===== src/rtl/skid_pkg.sv =====
// Shared types and constants for the skid_reg elastic pipeline register.
// Optional stall counter is enabled with SKID_STALL_CNT_EN.
package skid_pkg;

   typedef enum logic [1:0] {
      EMPTY = 2'b00,
      FULL  = 2'b01,
      SKID  = 2'b10
   } skid_state_t;

   localparam int unsigned STALL_CNT_W = 16;

   // Saturating increment; holds at all-ones instead of wrapping.
   function automatic logic [STALL_CNT_W-1:0] sat_inc(input logic [STALL_CNT_W-1:0] v);
      return (&v) ? v : v + STALL_CNT_W'(1);
   endfunction

endpackage


===== src/rtl/skid_reg_en.sv =====
// WIDTH-bit register with load enable and synchronous active-high reset.
// Each bit is a hold/load 2:1 mux feeding a D flip-flop.
module reg_en #(
   parameter int unsigned WIDTH = 64,
   parameter int unsigned DELAY = 0
) (
   input  logic             clk,
   input  logic             reset,
   input  logic             en,
   input  logic [WIDTH-1:0] d,
   output logic [WIDTH-1:0] q
);

   logic [WIDTH-1:0] mux;

   for (genvar i = 0; i < WIDTH; i++) begin : g_bit
      // Nonzero DELAY selects the AND-OR gate form that delay back-annotation targets.
      if (DELAY == 0) begin : g_mux
         assign mux[i] = en ? d[i] : q[i];
      end else begin : g_mux
         assign mux[i] = (en & d[i]) | (~en & q[i]);
      end
   end

   always_ff @(posedge clk) begin
      if (reset) begin
         q <= '0;
      end else begin
         q <= mux;
      end
   end

endmodule


===== src/rtl/skid_reg.sv =====
// Two-entry (main + skid) elastic pipeline register with registered in_ready.
// Define SKID_STALL_CNT_EN to add the saturating stall_count output.
module skid_reg
   import skid_pkg::*;
#(
   parameter int unsigned WIDTH = 64,
   parameter int unsigned DELAY = 0
) (
   input  logic                   clk,
   input  logic                   reset,
   input  logic [WIDTH-1:0]       in_data,
   input  logic                   in_valid,
   output logic                   in_ready,
   output logic [WIDTH-1:0]       out_data,
   output logic                   out_valid,
   input  logic                   out_ready
`ifdef SKID_STALL_CNT_EN
   ,
   output logic [STALL_CNT_W-1:0] stall_count
`endif
);

   skid_state_t      state;
   skid_state_t      state_nxt;
   logic             main_en;
   logic             skid_en;
   logic             main_from_skid;
   logic [WIDTH-1:0] main_d;
   logic [WIDTH-1:0] main_q;
   logic [WIDTH-1:0] skid_q;

   // Next-state and register-enable decode; loads happen only on a real input word.
   always_comb begin
      state_nxt      = state;
      main_en        = 1'b0;
      skid_en        = 1'b0;
      main_from_skid = 1'b0;
      case (state)
         EMPTY: begin
            if (in_valid) begin
               main_en   = 1'b1;
               state_nxt = FULL;
            end
         end
         FULL: begin
            if (in_valid && out_ready) begin
               main_en = 1'b1;
            end else if (in_valid) begin
               skid_en   = 1'b1;
               state_nxt = SKID;
            end else if (out_ready) begin
               state_nxt = EMPTY;
            end
         end
         SKID: begin
            if (out_ready) begin
               main_en        = 1'b1;
               main_from_skid = 1'b1;
               state_nxt      = FULL;
            end
         end
         default: state_nxt = EMPTY;
      endcase
   end

   assign main_d = main_from_skid ? skid_q : in_data;

   // State register; handshake outputs are flops decoded from the next state.
   always_ff @(posedge clk) begin
      if (reset) begin
         state     <= EMPTY;
         out_valid <= 1'b0;
         in_ready  <= 1'b1;
      end else begin
         state     <= state_nxt;
         out_valid <= (state_nxt != EMPTY);
         in_ready  <= (state_nxt != SKID);
      end
   end

   reg_en #(.WIDTH(WIDTH), .DELAY(DELAY)) u_main (
      .clk   (clk),
      .reset (reset),
      .en    (main_en),
      .d     (main_d),
      .q     (main_q)
   );

   reg_en #(.WIDTH(WIDTH), .DELAY(DELAY)) u_skid (
      .clk   (clk),
      .reset (reset),
      .en    (skid_en),
      .d     (in_data),
      .q     (skid_q)
   );

   assign out_data = main_q;

`ifdef SKID_STALL_CNT_EN
   // Counts edges where a valid word is held back by downstream.
   always_ff @(posedge clk) begin
      if (reset) begin
         stall_count <= '0;
      end else if (out_valid && !out_ready) begin
         stall_count <= sat_inc(stall_count);
      end
   end
`endif

endmodule


===== config.mk =====
export PLATFORM = sky130hd
export DESIGN_NAME = skid_reg
export DESIGN_NICKNAME = d
export VERILOG_FILES = /design/src/rtl/skid_pkg.sv /design/src/rtl/skid_reg_en.sv /design/src/rtl/skid_reg.sv
export SDC_FILE = /design/constraint.sdc
export NUM_CORES = 1
export LEC_CHECK = 0
export CAP_MARGIN = 5
export CORE_MARGIN = 1.5
export CORE_UTILIZATION = 45
export DETAILED_ROUTE_END_ITERATION = 10
export GPL_TIMING_DRIVEN = 0
export PLACE_DENSITY = 0.76
export SLEW_MARGIN = 0
export SYNTH_ARGS = -nofsm -noshare
export SYNTH_HDL_FRONTEND = slang
export SYNTH_HIERARCHICAL = 1
export SYNTH_SLANG_ARGS = --single-unit
export TNS_END_PERCENT = 50

===== constraint.sdc =====
create_clock -name clk -period 1.49 [get_ports clk]
set_input_delay 0.3725 -clock clk [delete_from_list [all_inputs] [get_ports clk]]
set_output_delay 0.3725 -clock clk [all_outputs]
set_load 0.01 [all_outputs]

; ---- Word-level counts from Yosys, hierarchy flattened
; Cells that the tools add are included.
[totals]
regBits = 132
in_bits = 68
output_inout_bits = 66
elab_cells = 25
[op_classes]
eq_ne = 3
n_mux = 14
reduce_logical = 3
[ops]
columns = cell, count
row1 = 64-bit two-way mux, 1
row2 = 2-bit two-way mux, 5
row3 = 1-bit two-way mux, 6
row4 = 2-bit case mux with 3 select lines, 1
row5 = 1-bit case mux with 3 select lines, 1
row6 = 2-bit by 1-bit equality test with 1-bit output (second input constant), 1
row7 = 2-bit equality test (second input constant), 1
row8 = 2-bit zero test, 1
row9 = 2-bit != test (second input constant), 1
row10 = 2-bit nonzero test, 1
row11 = 1-bit logical AND, 1

; ---- Depth between registers and ports, before layout
; Gate-level depths: netlist of run 1.
[depth]
depth_word = 5
ltp_mapped = 7
depth_no_buf = 5

; ---- Cells and area by module
; The synthesis of run 1 kept the hierarchy.
[by_module_without_submodules]
columns = module, n_inst, cells_each, area_per_inst_um2, seq_area_each_um2
row1 = reg_en, 2, 206, 2290.9, 1281.2
row2 = skid_reg, 1, 92, 1202.4, 80.1

; ---- Worst setup path after synthesis of run 1
; No wires, ideal clock.
[synth_path]
path_kind = reg-to-reg
start = reg state[0]
end = reg u_main.q[10]
setup_time_ns = 0.128
arrival_time_ns = 1.367
required_ns = 1.362
setup_slack_ns = -0.004
stages_incl_launch_ff = 7
n_path_buf = 1
synth_period_minus_slack_ns = 1.494
cell_sequence = dfxtp_1 > and2b_2 > nand2_4 > buf_6 > mux2_4 > mux2i_1 > nor2_1
[synth_between]
elab_chain_len = 3
elab_cells_between_ends = 6
cone_classes = 2 x eq/ne / 3 x mux / 1 x reduce/logical
[synth_lines]
columns = element, line
row1 = start: declaration, skid_reg.sv:23  ; skid_state_t state;
row2 = start signal: assignment, skid_reg.sv:75  ; state <= state_nxt;
row3 = 2-bit equality test, skid_reg.sv:38  ; case (state)
row4 = 1-bit two-way mux, skid_reg.sv:38
row5 = 64-bit two-way mux, skid_reg.sv:66  ; assign main_d = main_from_skid ? skid_q : in_data;
row6 = via main_d[10], skid_reg.sv:28  ; logic [WIDTH-1:0] main_d;
row7 = end signal: assignment, skid_reg_en.sv:29  ; q <= mux;
row8 = end: declaration, skid_reg_en.sv:11  ; output logic [WIDTH-1:0] q
; The timed path passes the listed nets, and every way through them passes these cells.
; A chain may end at the register's enable or synchronous reset.

; ---- Worst setup path after layout of run 1
[layout_path]
start = reg state[0]
end = reg u_main.q[50]
; The elaborated chain is that of the path after synthesis.

==> results.md, run 1 <==
* Clock power share at 42.9%
* FF-to-FF setup slack at -0.14 ns
* Seq/Total Area, Yosys at 45.7%
* Post-synth design cell area at 5780 µm²
* Status: finished with violations
* Number of setup violations in the final report at 61
* Met3 routed WL at 998 µm
* Internal at 7040 µW
* Min Tclk post-route at 1.63 ns
* Initial antenna violation count at 0
* Vias/cell at 4.89
* Worst EP arrival at 1.91 ns
* Core Area at 12,600 µm²
* Min-Delay Path Class: primary input to flop
* Power density cells at 1110 nW/µm²
* Syn-to-layout area delta at 42.3%
* Syn nets at 572
* Fill count at 1,001
* Root Buffer: clkbuf_16
* Wire per inst at 15.9 µm
* CTS tree: built
* Total CTS buffers at 17
* Worst EP required at 1.77 ns
* Antenna Cells at 0
* Crit-path cells: and2b_4 -> nand2_4 -> buf_12 -> mux2_4 -> mux2i_2 -> nor2_1
* Top sig layer: met4
* Mapped Avg Cell Area at 11.5 µm²
* CTS Hold Bufs at 0
* Io pins at 134
* Final Skew at 0.00602 ns
* Vias in the first global route at 4,314
* Unrepaired setup endpoints after global routing: yes
* Post-synth cell types at 21
* IO buf count at 133
* Register bit count reported by yosys at 132
* Mapped Cells at 504
* Most frequent cells in the layout: dfxtp_1, nor2_1, mux2i_1, dlygate4sd2_1, clkdlybuf4s50_1
* Leakage at 0.00384 µW
* Fin Setup TNS at -5.46 ns
* DIE AREA at 13,500 µm²
* Max VDD drop at 0.749 mV
* Hpwl dp at 8770 µm
* DR DRC count at 0
* H-Tree Depth at 4
* Sw frac at 22.9%
* Num rows at 41
* Grt total ovfl at 0
* WL final at 13,600 µm
* Via count at 4,172
* Highest Clock Rate at 0.614 GHz
* DRT met1 WL at 5880 µm
* Die Wd at 116 µm
* CP Launch Type: flop
* Tightest Pin Transition at 0.524 ns
* Post-Place Cell Area at 7330 µm²
* Latest clock arrival within the worst-skew pair at 0.41 ns
* Placer Congestion at 0.723
* Layout cells sized above 1 at 21.4%
* Routed Antenna Nets at 0
* Final slew viol count at 0
* Slew margin rel. at 65.1%
* Syn. warnings at 6
* Clock Sink Count at 132
* Nets at 740
* Most common cell after layout, fill and taps aside: dfxtp_1
* CP top delay family: simple AND/OR/NAND/NOR gates
* Fin crit share at 109%
* Total GRT Usage at 20.8%
* Setup CP Type: flop to flop
* Largest net degree at the start of global routing at 17
* DR pass1 iterations at 4
* Dpl cells at 809
* Buf+Inv Stages, Crit Path at 1
* Met2 Wirelength at 6470 µm
* Setup WS post-layout at -0.139 ns
* Hold Violations, Final at 0
* Final Cell Area at 8230 µm²
* DRT iter0 DRCs at 160
* Worst-path fanout max at 5
* Dpl ws at -0.654 ns
* MaxCap Viol Count at 0
* Starting Density at 46.0%
* Sequential Power Share at 41.9%
* Die height at 116 µm
* CP endpoint kind: flop
* Slowest-stage cell, CP: and2b_4
* Worst stage delay on the critical path at 0.35 ns
* Psw at 2090 µW
* Failing checks: negative setup slack
* Clock Path Buffers at 2
* Worst-path clk slew at 0.05 ns
* First-pass GRT wire length at 21,600 µm
* Logic pwr share at 15.2%
* Finished Layout Cells at 854
-- logic make-up after synthesis --
| logic type | share of synthesized area [%] |
|---|---|
| AO/OA/AOI/OAI | 0.584 |
| buffers and inverters | 5.69 |
| flip-flops | 45.7 |
| multiplexers | 38.5 |
| AND/OR/NAND/NOR | 9.54 |
-- worst paths after layout --
path,from,endpoint,cells after the start
setup / recovery,state[0],u_main/q[50],6
hold / removal,out_ready,state[1],2
setup reg to reg,state[0],u_main/q[50],6
hold reg to reg,u_main/q[49],u_main/q[49],2
-- power groups by stage --
stage          clock network, µW  registers, µW  logic, µW
2_1_floorplan                  0           3950        701
3_3_place_gp                   0           3890       1350
3_5_place_dp                   0           3900       1370
4_1_cts                     3990           3820       1350
5_1_grt                     4140           3840       1490
6_report                    3910           3820       1390
-- layout make-up --
cell class / instances / area, µm² / share of cell area (%)
multi-input combinational: 339 / 2880 / 34.9
sequential: 132 / 2650 / 32.2
timing repair buffer: 147 / 1500 / 18.2
clock buffer: 23 / 468 / 5.68
buffer: 34 / 442 / 5.37
tap: 172 / 215 / 2.61
clock inverter: 6 / 80.1 / 0.973
inverter: 1 / 3.75 / 0.0456
-- flip-flops by register name (all words and copies together) (netlist names) --
signal     cells
in_ready       1
u_main/q      64
out_valid      1
u_skid/q      64
state          2
-- synth_stat cells, drive strengths merged --
master | number | area (µm²)
dfxtp | 132 | 2640
nor2 | 129 | 484
mux2i | 128 | 1280
mux2 | 64 | 946
buf | 32 | 315
nand2 | 4 | 22.5
a21oi | 2 | 10.0
clkbuf | 2 | 10.0
nand2b | 2 | 12.5
or3 | 2 | 12.5
a21o | 1 | 7.51
a31oi | 1 | 6.26
and2b | 1 | 8.76
inv | 1 | 3.75
nor2b | 1 | 6.26
nor3 | 1 | 5.00
o21ba | 1 | 10.0
-- routing by layer --
metal	up-vias	GRT usage (%)
met5	-	0
met4	0	7.56
met3	18	7.73
met2	119	35.6
met1	1994	23.9
li1	2041	-
-- per-stage QoR --
stage	power (µW)	utilization [%]	hold WS (ns)
final	9120	65.5	0.389
after global routing	9470	65.5	0.408
after CTS	9150	64.9	0.375
after detailed placement	5270	58.3	0.477
after global placement	5230	58.3	0.468
after floorplan	4650	-	0.442
-- repair_timing --
action / in CTS / in global routing
pin swaps: 0 / 4
endpoints found under the setup margin: 188 / 125
buffers inserted: 6 / 1
gates cloned: 8 / 2
gates resized for setup: 98 / 25
Power figures use the tool's default switching activity.
==> inputs of run 2 (changes only) <==
Settings changed: CORE_UTILIZATION 45 to 50, DONT_BUFFER_PORTS from default to 1, PLACE_DENSITY 0.76 to default, PLACE_DENSITY_LB_ADDON from default to 0.1.
==> run 2 against run 1 <==
Compared with the run above: the flow still finishes with violations (negative setup slack); first-iteration DRC count is 31% lower; sequential share of layout area is 6.0 points higher; combinational power is 34% lower; worst hold slack worse by 0.36 ns; highest routed layer unchanged; final area fell by 16%; die area fell by 9.8%; largest power group unchanged; sequential cell count unchanged; global-route usage is 1.4 points lower; critical endpoint is now u_main/q[59]; total power fell by 1.9%.
==> results.md, run 2 (synthesis gave the netlist of run 1 again) <==
* Status: finished with violations
* Failing checks: negative setup slack
* Design Power at 8950 µW (-1.9%)
* Hold Violations, Final at 0 (unchanged)
* Worst-path clk slew at 0.05 ns (about the same)
* Placer Congestion at 0.721 (-0.32%)
* Num rows at 39 (-4.9%)
* Layout cells sized above 1 at 26.7% (+5.3 points)
* Initial antenna violation count at 0 (unchanged)
* Max VDD drop at 0.733 mV (-2.1%)
* Min-Delay Path Class: primary input to flop
* Regs by FF count: u_main/q (64), u_skid/q (64), state (2)
* Clock Path Buffers at 2 (unchanged)
* DR DRC count at 0 (unchanged)
* Hold_ws at 0.0251 ns (-0.364 ns)
* MaxCap Viol Count at 0 (unchanged)
* Antenna Cells at 0 (unchanged)
* Tightest Pin Transition at 0.507 ns (-0.0167 ns)
* DRT iter0 DRCs at 111 (-31%)
* Wire per inst at 16.9 µm (+6.6%)
* Die height at 111 µm (-5.0%)
* Core Area at 11,400 µm² (-9.5%)
* Highest Clock Rate at 0.632 GHz (+2.9%)
* Number of setup violations in the final report at 47 (-23%)
* Nets at 609 (-18%)
* Worst-path fanout max at 5 (unchanged)
* IO buf count at 0 (-100%)
* CP endpoint kind: flop
* Total GRT Usage at 19.4% (-1.4 points)
* Leakage at 0.00309 µW (-20%)
* Met1 usage at 21.8% (-2.1 points)
* Power density cells at 1290 nW/µm² (+16%)
* CP Launch Type: flop
* Final Skew at 0.00509 ns (-0.000929 ns)
* GRT busiest layer: met2
* CTS Hold Bufs at 0 (unchanged)
* Grt total ovfl at 0 (unchanged)
* Worst EP arrival at 1.86 ns (-0.05 ns)
* Syn-to-layout area delta at 20.0%
* Unrepaired setup endpoints after global routing: yes
* Fin Setup TNS at -1.28 ns (+4.18 ns)
* Grt met3 use at 9.00% (+1.3 points)
* Via count at 3,604 (-14%)
* Most frequent cells in the layout: dfxtp_1, nor2_1, mux2i_1, mux2_4, clkbuf_16
* Die Wd at 111 µm (-5.0%)
* Hpwl dp at 7730 µm (-12%)
* WL final at 11,800 µm (-13%)
* Final Cell Area at 6940 µm² (-16%)
* First-pass GRT wire length at 18,700 µm (-14%)
* Latest clock arrival within the worst-skew pair at 0.41 ns (about the same)
* DIE AREA at 12,200 µm² (-9.8%)
* Vias in the first global route at 3,619 (-16%)
* GRT met2 Usage at 32.5% (-3.1 points)
* Routed Antenna Nets at 0 (unchanged)
* Clock Sink Count at 132 (unchanged)
* Io pins at 134 (unchanged)
* Starting Density at 50.9% (+4.9 points)
* DR pass1 iterations at 4 (unchanged)
* Worst EP required at 1.77 ns (about the same)
* Setup WS post-layout at -0.0934 ns (+0.0453 ns)
* Setup CP Type: flop to flop
* FF-to-FF setup slack at -0.09 ns (+0.05 ns)
* Largest net degree at the start of global routing at 17 (unchanged)
* H-Tree Depth at 4 (unchanged)
* Min Tclk post-route at 1.58 ns (-0.0453 ns)
* Root Buffer: clkbuf_16
* Post-Place Cell Area at 5960 µm² (-19%)
* CTS tree: built
* Most common cell after layout, fill and taps aside: dfxtp_1
* Slew margin rel. at 66.2% (+1.1 points)
* Total CTS buffers at 17 (unchanged)
* Final slew viol count at 0 (unchanged)
* Vias/cell at 5.17 (+5.8%)
* Fin crit share at 106% (-3.0 points)
run 2: cell count changes in the layout (fill, tap and decap cells not counted), moves of 3 or more:
| cell | change |
|---|---|
| dlygate4sd2_1 | -66 |
| clkdlybuf4s50_1 | -65 |
| buf_1 | +8 |
| clkbuf_2 | -8 |
| buf_4 | +6 |
| buf_16 | -5 |
| clkbuf_1 | -4 |
| clkbuf_8 | +3 |
| clkinv_2 | +3 |
run 2: layout make-up:
cell class                 instances  area (µm²)
fill                             963        4430
multi-input combinational        338        2880
sequential                       132        2650
clock buffer                      22         494
buffer                            34         430
timing repair buffer              17         205
tap                              143         179
clock inverter                    10         103
inverter                           1        3.75
run 2: path summary, 6_finish.rpt:
check | to | cells past startpoint | from
worst max-delay path | u_main/q[59] | 7 | state[0]
worst min-delay path | state[0] | 1 | reset
worst max register to register | u_main/q[59] | 7 | state[0]
worst min register to register | u_skid/q[34] | 2 | u_skid/q[34]
run 2: metal layers:
metal	share of wire [%]	wire length, µm
met1	42	4910
met2	49	5780
met3	8.2	966
met4	1.3	155
met5	0	0
run 2: stage by stage:
step | std cells | setup slack (ns) | util, %
2_1_floorplan | 504 | -0.00443 | -
3_3_place_gp | 647 | -0.150 | 52.4
3_5_place_dp | 647 | -0.208 | 52.4
4_1_cts | 683 | -0.0710 | 58.7
5_1_grt | 697 | -0.145 | 61.0
6_report | 697 | -0.0934 | 61.0
run 2: critical path: stages (launching register included):
cell and delay, ns:
dfxtp_2 0.32, and2b_4 0.30, buf_12 0.12, nand2_8 0.07
clkbuf_16 0.17, mux2_4 0.29, mux2i_1 0.13, nor2_1 0.05
run 2: what timing repair did:
item / in CTS / in global routing
gates cloned: 1 / 4
buffers inserted: 3 / 10
endpoints found under the setup margin: 65 / 123
endpoints found under the hold margin: 0 / 0
gates resized for setup: 18 / 19
pin swaps: 1 / 5
run 2: power breakdown:
group / total (µW) / leakage, µW / switching [µW] / internal, µW
registers: 3910 / 0.00108 / 189 / 3730
logic: 918 / 0.00171 / 387 / 531
clock network: 4120 / 0.000301 / 1460 / 2660
==> inputs of run 3 (changes only) <==
Settings changed: CAP_MARGIN 5 to 30, CORE_UTILIZATION 50 to 38, PLACE_DENSITY from default to 0.52, PLACE_DENSITY_LB_ADDON 0.1 to default.
==> run 3 against run 2 <==
Compared with the run above: setup slack gained 0.030 ns; sequential cell count stayed put; largest cell class unchanged; clock skew is essentially flat; final area is 3.5% higher; the run still ends with negative setup slack left; critical path depth unchanged; total power grew 2.5%; sequential share of layout area decreased by 1.3 points; core utilization down 12 points; first-iteration DRC count fell by 2.7%; non-clock buffer count grew 8; fmax is 2.0% higher.
==> results.md, run 3 (synthesis gave the netlist of run 1 again) <==
* Finished Layout Cells at 745 (+6.9%)
* Worst EP arrival at 1.83 ns (-0.03 ns)
* Failing checks: negative setup slack
* DR DRC count at 0 (unchanged)
* Root Buffer: clkbuf_16
* Io pins at 134 (unchanged)
* Slowest-stage cell, CP: dfxtp_2
* Layout cells sized above 1 at 26.4% (-0.33 points)
* Die Wd at 126 µm (+14%)
* Wire per inst at 17.6 µm (+3.8%)
* Hold Violations, Final at 0 (unchanged)
* Vias in the first global route at 3,718 (+2.7%)
* Final slew viol count at 0 (unchanged)
* Total CTS buffers at 17 (unchanged)
* First-pass GRT wire length at 19,600 µm (+4.8%)
* Routed Antenna Nets at 0 (unchanged)
* Die height at 126 µm (+14%)
* Antenna Cells at 0 (unchanged)
* Most common cell after layout, fill and taps aside: dfxtp_1
* GRT met2 Usage at 26.8% (-5.7 points)
* Grt met3 use at 9.24% (+0.24 points)
* Post-Place Cell Area at 6010 µm² (+0.86%)
* Vias/cell at 4.88 (-5.6%)
* DIE AREA at 16,000 µm² (+31%)
* Latest clock arrival within the worst-skew pair at 0.41 ns (about the same)
* Setup CP Type: flop to flop
* Placer Congestion at 0.716 (-0.62%)
* WL final at 13,100 µm (+11%)
* Core Area at 14,700 µm² (+29%)
* Worst-path clk slew at 0.05 ns (about the same)
* Multi-input gate area at 2880 µm² (about the same)
* Total GRT Usage at 16.1% (-3.3 points)
* Clock Path Buffers at 2 (unchanged)
* Hpwl dp at 8350 µm (+7.9%)
* Unrepaired setup endpoints after global routing: yes
* MaxCap Viol Count at 0 (unchanged)
* CP Launch Type: flop
* Number of setup violations in the final report at 63 (+34%)
* Worst stage delay on the critical path at 0.32 ns (about the same)
* Power density cells at 1280 nW/µm² (-1.0%)
* Clock Sink Count at 132 (unchanged)
* Register area at 2650 µm² (about the same)
* Setup WS post-layout at -0.0630 ns (+0.0304 ns)
* IO buf count at 0 (unchanged)
* Highest Clock Rate at 0.644 GHz (+2.0%)
* Tightest Pin Transition at 0.520 ns (+0.0128 ns)
* DR pass1 iterations at 4 (unchanged)
* Min-Delay Path Class: primary input to flop
* Starting Density at 39.4% (-12 points)
* Syn-to-layout area delta at 24.2%
* Num rows at 44 (+13%)
* Met1 usage at 17.4% (-4.4 points)
* Regs by FF count: u_main/q (64), u_skid/q (64), state (2)
* Fill count at 1,336 (+39%)
* Fin crit share at 104% (-2.0 points)
* Grt total ovfl at 0 (unchanged)
* CTS tree: built
* Max VDD drop at 0.711 mV (-3.1%)
* Status: finished with violations
* Worst-path fanout max at 5 (unchanged)
* Final Cell Area at 7180 µm² (+3.5%)
* Slew margin rel. at 65.3% (-0.86 points)
* Final Skew at 0.00536 ns (+0.000269 ns)
* H-Tree Depth at 4 (unchanged)
* Largest net degree at the start of global routing at 17 (unchanged)
* Crit-path cells: and2b_4 -> buf_6 -> nand2_8 -> buf_12 -> mux2_4 -> mux2i_1 -> nor2_1
* Dpl cells at 688 (+6.3%)
* Initial antenna violation count at 0 (unchanged)
* Nets at 617 (+1.3%)
* Via count at 3,636 (+0.89%)
* CP endpoint kind: flop
* Worst EP required at 1.77 ns (about the same)
* GRT busiest layer: met2
* Most frequent cells in the layout: dfxtp_1, nor2_1, mux2i_1, mux2_4, clkbuf_16
* DRT iter0 DRCs at 108 (-2.7%)
* Leakage at 0.00317 µW (+2.7%)
* Min Tclk post-route at 1.55 ns (-0.0304 ns)
run 3: cell types whose count changed in the layout (fill, tap and decap cells not counted), moves of 3 or more:
cell	delta
buf_8	-3
clkbuf_16	+5
clkinv_2	-4
dlygate4sd3_1	+3
run 3: cell type report:
cell class	instances	area share [%]
well taps	184	3.20
flip-flops and latches	132	36.9
multi-input cells	338	40.0
inverters	1	0.0522
plain buffers	34	6.20
clock inverters	9	1.78
repair buffers	25	5.28
clock buffers	22	6.60
run 3: critical path: cells and delay by family, from the launching register on:
family / cells / cell delay [ns]
mux: 2 / 0.41
buf+inv: 2 / 0.27
simple gates: 3 / 0.41
flops: 1 / 0.32
run 3: routing by layer:
layer	share of wire, %	up-vias
li1	-	1808
met5	0	-
met1	41	1721
met4	1.3	0
met3	8.8	14
met2	48	93
run 3: power breakdown:
| group | switching (µW) | internal, µW | total (µW) |
|---|---|---|---|
| Combinational | 411 | 591 | 1000 |
| Sequential | 191 | 3720 | 3910 |
| Clock | 1510 | 2740 | 4250 |
| Total | 2110 | 7060 | 9170 |
run 3: final timing paths:
check / slack (ns) / cells past startpoint / end / startpoint
hold reg to reg: 0.49 / 2 / u_skid/q[47] / u_skid/q[47]
hold / removal: 0.06 / 1 / in_ready / reset
setup / recovery: -0.06 / 7 / u_main/q[43] / state[0]
setup reg to reg: -0.06 / 7 / u_main/q[43] / state[0]
run 3: through the flow:
| stage | hold slack, ns | setup slack (ns) | setup TNS, ns | total power (µW) | util, % |
|---|---|---|---|---|---|
| after floorplan | 0.442 | -0.00443 | -0.262 | 4650 | - |
| after global placement | 0.446 | -0.181 | -9.62 | 4790 | 40.9 |
| after detailed placement | 0.453 | -0.214 | -11.57 | 4810 | 40.9 |
| after CTS | 0.00259 | -0.0720 | -2.07 | 9170 | 46.6 |
| after global routing | 0.0404 | -0.141 | -5.86 | 9590 | 48.9 |
| final | 0.0630 | -0.0630 | -2.17 | 9170 | 48.9 |
run 3: timing repair:
item | CTS | global route
buffers inserted | 6 | 5
endpoints found under the setup margin | 65 | 123
gates cloned | 3 | 9
hold buffers | 1 | 2
hold endpoints to repair | 1 | 2
gates resized for setup | 28 | 16
pin swaps | 1 | 2
